===== config.mk =====
export PLATFORM = sky130hd
export DESIGN_NAME = sprite_compositor
export DESIGN_NICKNAME = d
export VERILOG_FILES = /design/src/rtl/sprite_compositor.sv
export SDC_FILE = /design/constraint.sdc
export NUM_CORES = 1
export LEC_CHECK = 0
export CAP_MARGIN = 5
export CORE_ASPECT_RATIO = 0.8
export CORE_MARGIN = 4
export CORE_UTILIZATION = 45
export DETAILED_ROUTE_END_ITERATION = 12
export PLACE_DENSITY = 0.77
export SLEW_MARGIN = 10
export SYNTH_ARGS = -nofsm -noshare
export SYNTH_HDL_FRONTEND = slang
export SYNTH_SLANG_ARGS = --single-unit

===== constraint.sdc =====
create_clock -name clk -period 8.7 [get_ports clk]
set_input_delay 0.87 -clock clk [delete_from_list [all_inputs] [get_ports clk]]
set_output_delay 0.87 -clock clk [all_outputs]
set_load 0.05 [all_outputs]

===== src/rtl/sprite_compositor.sv =====
// ============================================================================
//  Module   : sprite_compositor
//  Purpose  : Composites NUM_SPR scaled, animated, chroma-keyed sprites over a
//             2x-upscaled background. All layers share one single-port SRAM
//             with one-cycle read latency; layers are read in priority order
//             (sprite 0 first, background last) within one pixel period.
//  Revision : 1.0 - initial release
// ============================================================================
`default_nettype none

module sprite_compositor #(
  parameter int          NUM_SPR     = 2,
  parameter int          ADDR_W      = 17,
  parameter int          BG_BASE     = 0,
  parameter int          BG_W        = 320,
  parameter int          SPR_W       = 64,
  parameter int          SPR_H       = 40,
  parameter int          SCALE_SH    = 1,
  parameter int          FRAMES      = 3,
  parameter int          ANIM_DIV    = 50000000,
  parameter logic [11:0] KEY         = 12'h0F0,
  parameter int          CLK_PER_PIX = 4
) (
  input  logic                        clk,
  input  logic                        reset,
  input  logic                        pixel_tick,
  input  logic                        video_on,
  input  logic [9:0]                  pixel_x,
  input  logic [9:0]                  pixel_y,
  input  logic [NUM_SPR-1:0]          spr_en,
  input  logic [NUM_SPR-1:0]          spr_anim,
  input  logic [10*NUM_SPR-1:0]       spr_x,
  input  logic [10*NUM_SPR-1:0]       spr_y,
  input  logic [ADDR_W*NUM_SPR-1:0]   spr_base,
  output logic [ADDR_W-1:0]           sram_addr,
  input  logic [11:0]                 sram_data,
  output logic [11:0]                 rgb_out,
  output logic                        rgb_valid,
  output logic                        overrun,
  output logic [2*NUM_SPR-1:0]        frame_idx
);

  localparam int LW       = $clog2(NUM_SPR + 1);
  localparam int CW       = (ANIM_DIV > 1) ? $clog2(ANIM_DIV) : 1;
  localparam int SPR_SW   = SPR_W << SCALE_SH;
  localparam int SPR_SH   = SPR_H << SCALE_SH;
  localparam int FRAME_SZ = SPR_W * SPR_H;
  localparam logic [LW-1:0] BG_LAYER = LW'(NUM_SPR);

  localparam logic [1:0] S_IDLE = 2'd0;
  localparam logic [1:0] S_READ = 2'd1;
  localparam logic [1:0] S_DONE = 2'd2;

  // The worst case (all sprites keyed, background last) must fit in a pixel
  if (NUM_SPR + 2 > CLK_PER_PIX) begin : g_budget_err
    $error("sprite_compositor: NUM_SPR+2 exceeds CLK_PER_PIX");
  end

  logic [1:0]           state_q;
  logic [LW-1:0]        lay_q;
  logic [NUM_SPR-1:0]   mask_q;
  logic [9:0]           x_q, y_q;
  logic [2*NUM_SPR-1:0] frame_lat_q;
  logic [2*NUM_SPR-1:0] frame_q;
  logic [CW-1:0]        cnt_q;
  logic [11:0]          rgb_q;
  logic                 valid_q;
  logic                 overrun_q;

  // Cycle 0 works from the live coordinates; later reads use the latched copy
  logic [9:0]           w_cx, w_cy;
  logic [2*NUM_SPR-1:0] w_frm;
  logic [NUM_SPR-1:0]   w_hit;
  logic [ADDR_W-1:0]    w_spr_addr [NUM_SPR];
  logic [ADDR_W-1:0]    w_bg_addr;

  assign w_cx  = pixel_tick ? pixel_x : x_q;
  assign w_cy  = pixel_tick ? pixel_y : y_q;
  assign w_frm = pixel_tick ? frame_q : frame_lat_q;

  assign w_bg_addr = ADDR_W'(BG_BASE + (w_cy >> 1) * BG_W + (w_cx >> 1));

  for (genvar i = 0; i < NUM_SPR; i++) begin : g_spr
    logic [10:0] w_sx, w_sy, w_dx, w_dy, w_px, w_py;
    assign w_px = {1'b0, w_cx};
    assign w_py = {1'b0, w_cy};
    assign w_sx = {1'b0, spr_x[10*i +: 10]};
    assign w_sy = {1'b0, spr_y[10*i +: 10]};
    assign w_dx = w_px - w_sx;
    assign w_dy = w_py - w_sy;
    assign w_hit[i] = spr_en[i]
                      && (w_px >= w_sx) && (w_px < w_sx + 11'(SPR_SW))
                      && (w_py >= w_sy) && (w_py < w_sy + 11'(SPR_SH));
    assign w_spr_addr[i] = spr_base[ADDR_W*i +: ADDR_W]
                           + ADDR_W'(w_frm[2*i +: 2] * FRAME_SZ)
                           + ADDR_W'((w_dy >> SCALE_SH) * SPR_W)
                           + ADDR_W'(w_dx >> SCALE_SH);
  end

  // Highest-priority set layer, background when none remain
  function automatic logic [LW-1:0] prio(input logic [NUM_SPR-1:0] m);
    prio = BG_LAYER;
    for (int i = NUM_SPR - 1; i >= 0; i--)
      if (m[i]) prio = LW'(i);
  endfunction

  logic [NUM_SPR-1:0] w_mask_clr;
  logic [LW-1:0]      w_issue;
  logic               w_resolve;
  logic               w_drive;
  logic [ADDR_W-1:0]  w_issue_addr;

  // Pick the layer to address this cycle and decide whether the pixel resolves
  always_comb begin
    w_issue   = BG_LAYER;
    w_resolve = 1'b0;
    w_drive   = 1'b0;
    for (int i = 0; i < NUM_SPR; i++)
      w_mask_clr[i] = mask_q[i] && (lay_q != LW'(i));
    if (pixel_tick) begin
      w_issue = prio(w_hit);
      w_drive = video_on;
    end else if (state_q == S_READ) begin
      // Next layer is issued speculatively; it is ignored if this one resolves
      w_issue   = prio(w_mask_clr);
      w_resolve = (lay_q == BG_LAYER) || (sram_data != KEY);
      w_drive   = 1'b1;
    end
  end

  // Map the issued layer index onto its SRAM address
  always_comb begin
    w_issue_addr = w_bg_addr;
    for (int i = 0; i < NUM_SPR; i++)
      if (w_issue == LW'(i)) w_issue_addr = w_spr_addr[i];
  end

  assign sram_addr = w_drive ? w_issue_addr : ADDR_W'(BG_BASE);

  // Pixel FSM; a tick always restarts, and is an overrun only mid-read
  // (in DONE the previous pixel has already been delivered)
  always_ff @(posedge clk) begin
    if (reset) begin
      state_q     <= S_IDLE;
      lay_q       <= BG_LAYER;
      mask_q      <= '0;
      x_q         <= '0;
      y_q         <= '0;
      frame_lat_q <= '0;
      rgb_q       <= '0;
      valid_q     <= 1'b0;
      overrun_q   <= 1'b0;
    end else begin
      valid_q <= 1'b0;
      if (pixel_tick) begin
        if (state_q == S_READ) overrun_q <= 1'b1;
        x_q         <= pixel_x;
        y_q         <= pixel_y;
        frame_lat_q <= frame_q;
        mask_q      <= w_hit;
        lay_q       <= w_issue;
        if (video_on) begin
          state_q <= S_READ;
        end else begin
          state_q <= S_DONE;
          rgb_q   <= '0;
          valid_q <= 1'b1;
        end
      end else begin
        case (state_q)
          S_READ: begin
            if (w_resolve) begin
              rgb_q   <= sram_data;
              valid_q <= 1'b1;
              state_q <= S_DONE;
            end else begin
              mask_q <= w_mask_clr;
              lay_q  <= w_issue;
            end
          end
          default: state_q <= S_IDLE;
        endcase
      end
    end
  end

  // Animation timebase: advance enabled sprites once per ANIM_DIV cycles
  always_ff @(posedge clk) begin
    if (reset) begin
      cnt_q   <= '0;
      frame_q <= '0;
    end else if (cnt_q == CW'(ANIM_DIV - 1)) begin
      cnt_q <= '0;
      for (int i = 0; i < NUM_SPR; i++)
        if (spr_anim[i])
          frame_q[2*i +: 2] <= (frame_q[2*i +: 2] == 2'(FRAMES - 1)) ? 2'd0
                               : frame_q[2*i +: 2] + 2'd1;
    end else begin
      cnt_q <= cnt_q + CW'(1);
    end
  end

  assign rgb_out   = rgb_q;
  assign rgb_valid = valid_q;
  assign overrun   = overrun_q;
  assign frame_idx = frame_q;

endmodule

`default_nettype wire

==> summary by stage <==
Yosys
The area share of the leading cell type in the synthesized netlist is 0.2247. The number of unique standard cell types used by synthesis is 64. The cell area after synthesis is 0.008576 sq mm. Counting flops with a built-in enable in the synthesized netlist gives 0. In the synthesized netlist, the cells that appear most often are sky130_fd_sc_hd__ha_1, sky130_fd_sc_hd__inv_1, sky130_fd_sc_hd__nor2_1, sky130_fd_sc_hd__dfxtp_1, sky130_fd_sc_hd__a21oi_1. In the post-synthesis netlist, the cell with the most instances is sky130_fd_sc_hd__ha_1.

The post-synthesis average cell area is 8.254 sq um. The synthesis-stage register bit count is between 70 and 80. The synthesized design spends more area on one cell type than any other, namely sky130_fd_sc_hd__ha_1. Of the synthesized area, sequential elements account for 0.1727. Ranked by total cell area, the synthesized netlist is headed by sky130_fd_sc_hd__ha_1, sky130_fd_sc_hd__dfxtp_1, sky130_fd_sc_hd__xnor2_1. Synthesis produced 1,039 cells. The post-synthesis net count is roughly 1,300.

The dominant register cell in the synthesized netlist is sky130_fd_sc_hd__dfxtp_1. The Yosys step of the flow raised 0 warnings. For this run, asynchronously set or reset flops after synthesis account for 0.

Timing
The final-report hold violation count was 0. The worst path setup slack after routing is 650.9 ps. The total setup violations reported at the end of the flow is 0.

Of the available clock period, the critical path in the final layout requires 0.9252. The final-report max-slew violation count is 0. Derived from the worst setup path, the maximum achievable clock frequency is ~0.12 GHz.

Setup repair after global routing left no endpoint under its margin. The final-layout setup total negative slack is 0 ps. The smallest hold slack is approximately 460 ps. At the pin with the least slew margin, the transition time is about 1200 ps. The tightest slew margin relative to the limit is 0.2189.

The minimum clock period after layout is about 8000 ps. The setup skew after layout is about 9.6 ps.

Clock tree
The clock tree from TritonCTS is built. Once the clock tree was built, the resizer swapped 0 gates to a different size. In this run the deepest clock path goes through 2 buffers. Buffers added to address setup during post-CTS repair amount to 0. The clock latency of the later-clocked register in the worst-skew pair is roughly 350 ps. Clock-pin slew was measured on the worst setup and hold paths at ~60 ps. The clock sink count is between 70 and 80. In this run, CTS created clock tree buffers numbering 9. The total of hold buffers inserted after clock tree synthesis is 0.

The H-tree generated during clock tree synthesis spans 3 levels. The clock root buffer master is sky130_fd_sc_hd__clkbuf_16.

Drt
For this run, design rule violations remaining after detail routing come to 0. The first TritonRoute pass finished after 5 iterations. The first routing iteration left 479 violations. The via total after detailed routing is about 7,800. The number of nets with antenna violations after routing is 0. Dividing the detail-routed wire length by the instance count gives 15.90 microns.

The final layout contains routed wiring with a total length of about 23 mm. Dividing the detail-routed via count by the number of cells gives about 5.4.

Die
The total die area is between 0.02 and 0.025 sq mm. In this run the horizontal extent of the chip is ~160 microns. After floorplanning, the core was divided into between 40 and 50 placement rows. For this configuration, the core starts out at a cell density of 0.4650. The standard cell core area is roughly 0.018 sq mm. During I/O placement, the number of pins put on the boundary was 149.

The floorplan step set the die height to 131.5 microns.

Worst setup path
The critical path class is in2out. The startpoint type of the worst setup path is an input pin. Of all nets on the critical path, the largest fanout is 3. STA puts the critical path data required time at a little under 8000 ps.

The worst setup path is captured at an output pin. The critical path arrival is 7180 ps. The delay of the slowest cell on the worst path is slightly above 800 ps. The largest individual stage delay along the critical path comes from the cell sky130_fd_sc_hd__clkdlybuf4s50_1.

GRT
The total global-route track usage is 0.2153. The first-pass GRT wire length is 37.50 mm. For this run the aggregate overflow at the end of global routing stands at 0. The maximum number of pins on one net before global-route repair is 51.

The initial antenna violation count is 1. The number of global-route vias before repair is about 7,600.

Power and ir drop
Summing internal, switching and leakage power gives between 1.5 and 2 mW. In this run the power density over the cells is 176.7 mW/mm^2. The maximum resistive drop on vdd is roughly 0.000089 V.

The total leakage power is about 4.8 nW.

Placed design
Timing analysis after detailed placement gives a worst setup slack of 732.3 ps. The placed instances occupy a cell area of ~0.01 sq mm. Detailed placement finished with a half-perimeter wire length of around 19 mm. The global placer's final weighted congestion is about 0.88. The number of buffer cells added on primary ports is ~150.

Final layout
The design area is between 0.01 and 0.015 sq mm. Fill cells in the final layout number about 1,700. The proportion of layout cells with a drive suffix above 1 is 0.04553. The total inserted antenna cells is 0. From synthesis to final layout, the design area changed by 23.26%. The final-stage net count is ~1,500.

Run
The count of max-cap constraint violations is 0.

Min path
The type of the tightest min-delay check is reg2reg.

Run status
The run finished with clean final reports.
routing by layer:
metal	track usage	wire length (microns)
met1	0.3000	11160
met2	0.3376	9751
met3	0.04289	1380
met4	0.06388	572
met5	0	9
worst max-delay path: cells and delay by family:
family / cells / cell delay (ps)
AOI/OAI and AO/OA: 10 / 2160
adders and majority gates: 5 / 1910
buffers and inverters: 3 / 1280
muxes: 3 / 540
and+or+nand+nor: 3 / 300
xor gates and xnor gates: 1 / 110
power by group:
part	switching [mW]	internal (mW)	total, mW
clock	0.161	0.223	0.384
combinational	0.614	0.518	1.13
sequential	0.00331	0.348	0.351
total	0.779	1.09	1.87
flip-flops by register name, indices dropped and copies added, names as in the netlist:
signal and flops:
cnt_q 26, rgb_out 12, x_q 10, y_q 10
frame_idx 4, frame_lat_q 4, lay_q 2, mask_q 2
state_q 2, overrun 1, rgb_valid 1
through the flow:
stage | util | cells
6_report | 0.5731 | 1439
5_1_grt | 0.5731 | 1439
4_1_cts | 0.5731 | 1439
3_5_place_dp | 0.5571 | 1423
3_3_place_gp | 0.5571 | 1423
2_1_floorplan | - | 1039
cells by family after synthesis:
logic type      Yosys count  share of synthesized area
fa+ha+maj               178                     0.2807
mux                      38                    0.04683
xor+xnor                 99                     0.1011
buf+inv                 130                    0.05938
flops                    74                     0.1727
compound gates          226                     0.1736
simple gates            294                     0.1656
worst paths after layout:
path / start / to / slack (ps) / cells after the start
min: cnt_q[0]$_SDFF_PP0_ / cnt_q[0]$_SDFF_PP0_ / 460 / 1
min reg2reg: cnt_q[0]$_SDFF_PP0_ / cnt_q[0]$_SDFF_PP0_ / 460 / 1
max reg2reg: y_q[2]$_SDFF_PP0_ / lay_q[1]$_SDFFE_PP1P_ / 5540 / 11
max: pixel_x[0] / sram_addr[13] / 650 / 25
placed cells by master (no fill, tap or decap), types with 31 or more instances in the layout:
cell type and n:
sky130_fd_sc_hd__xnor2_1 67, sky130_fd_sc_hd__a21oi_1 69, sky130_fd_sc_hd__xor2_1 32, sky130_fd_sc_hd__o21ai_0 39, sky130_fd_sc_hd__dfxtp_1 74, sky130_fd_sc_hd__nor2b_1 31, sky130_fd_sc_hd__nor2_1 101, sky130_fd_sc_hd__ha_1 154
sky130_fd_sc_hd__inv_1 112, sky130_fd_sc_hd__clkdlybuf4s50_1 143, sky130_fd_sc_hd__nand2_1 61
layout make-up:
class / instances / area (sq um) / area share
Clock buffer: 10 / 229.0 / 0.02166
Clock inverter: 6 / 66.31 / 0.006274
Inverter: 112 / 420.4 / 0.03977
Multi-Input combinational cell: 835 / 6585 / 0.6230
Sequential cell: 74 / 1481 / 0.1402
Tap cell: 253 / 316.6 / 0.02995
Timing Repair Buffer: 149 / 1471 / 0.1392
Note: power is estimated with default switching activity, not from simulation.
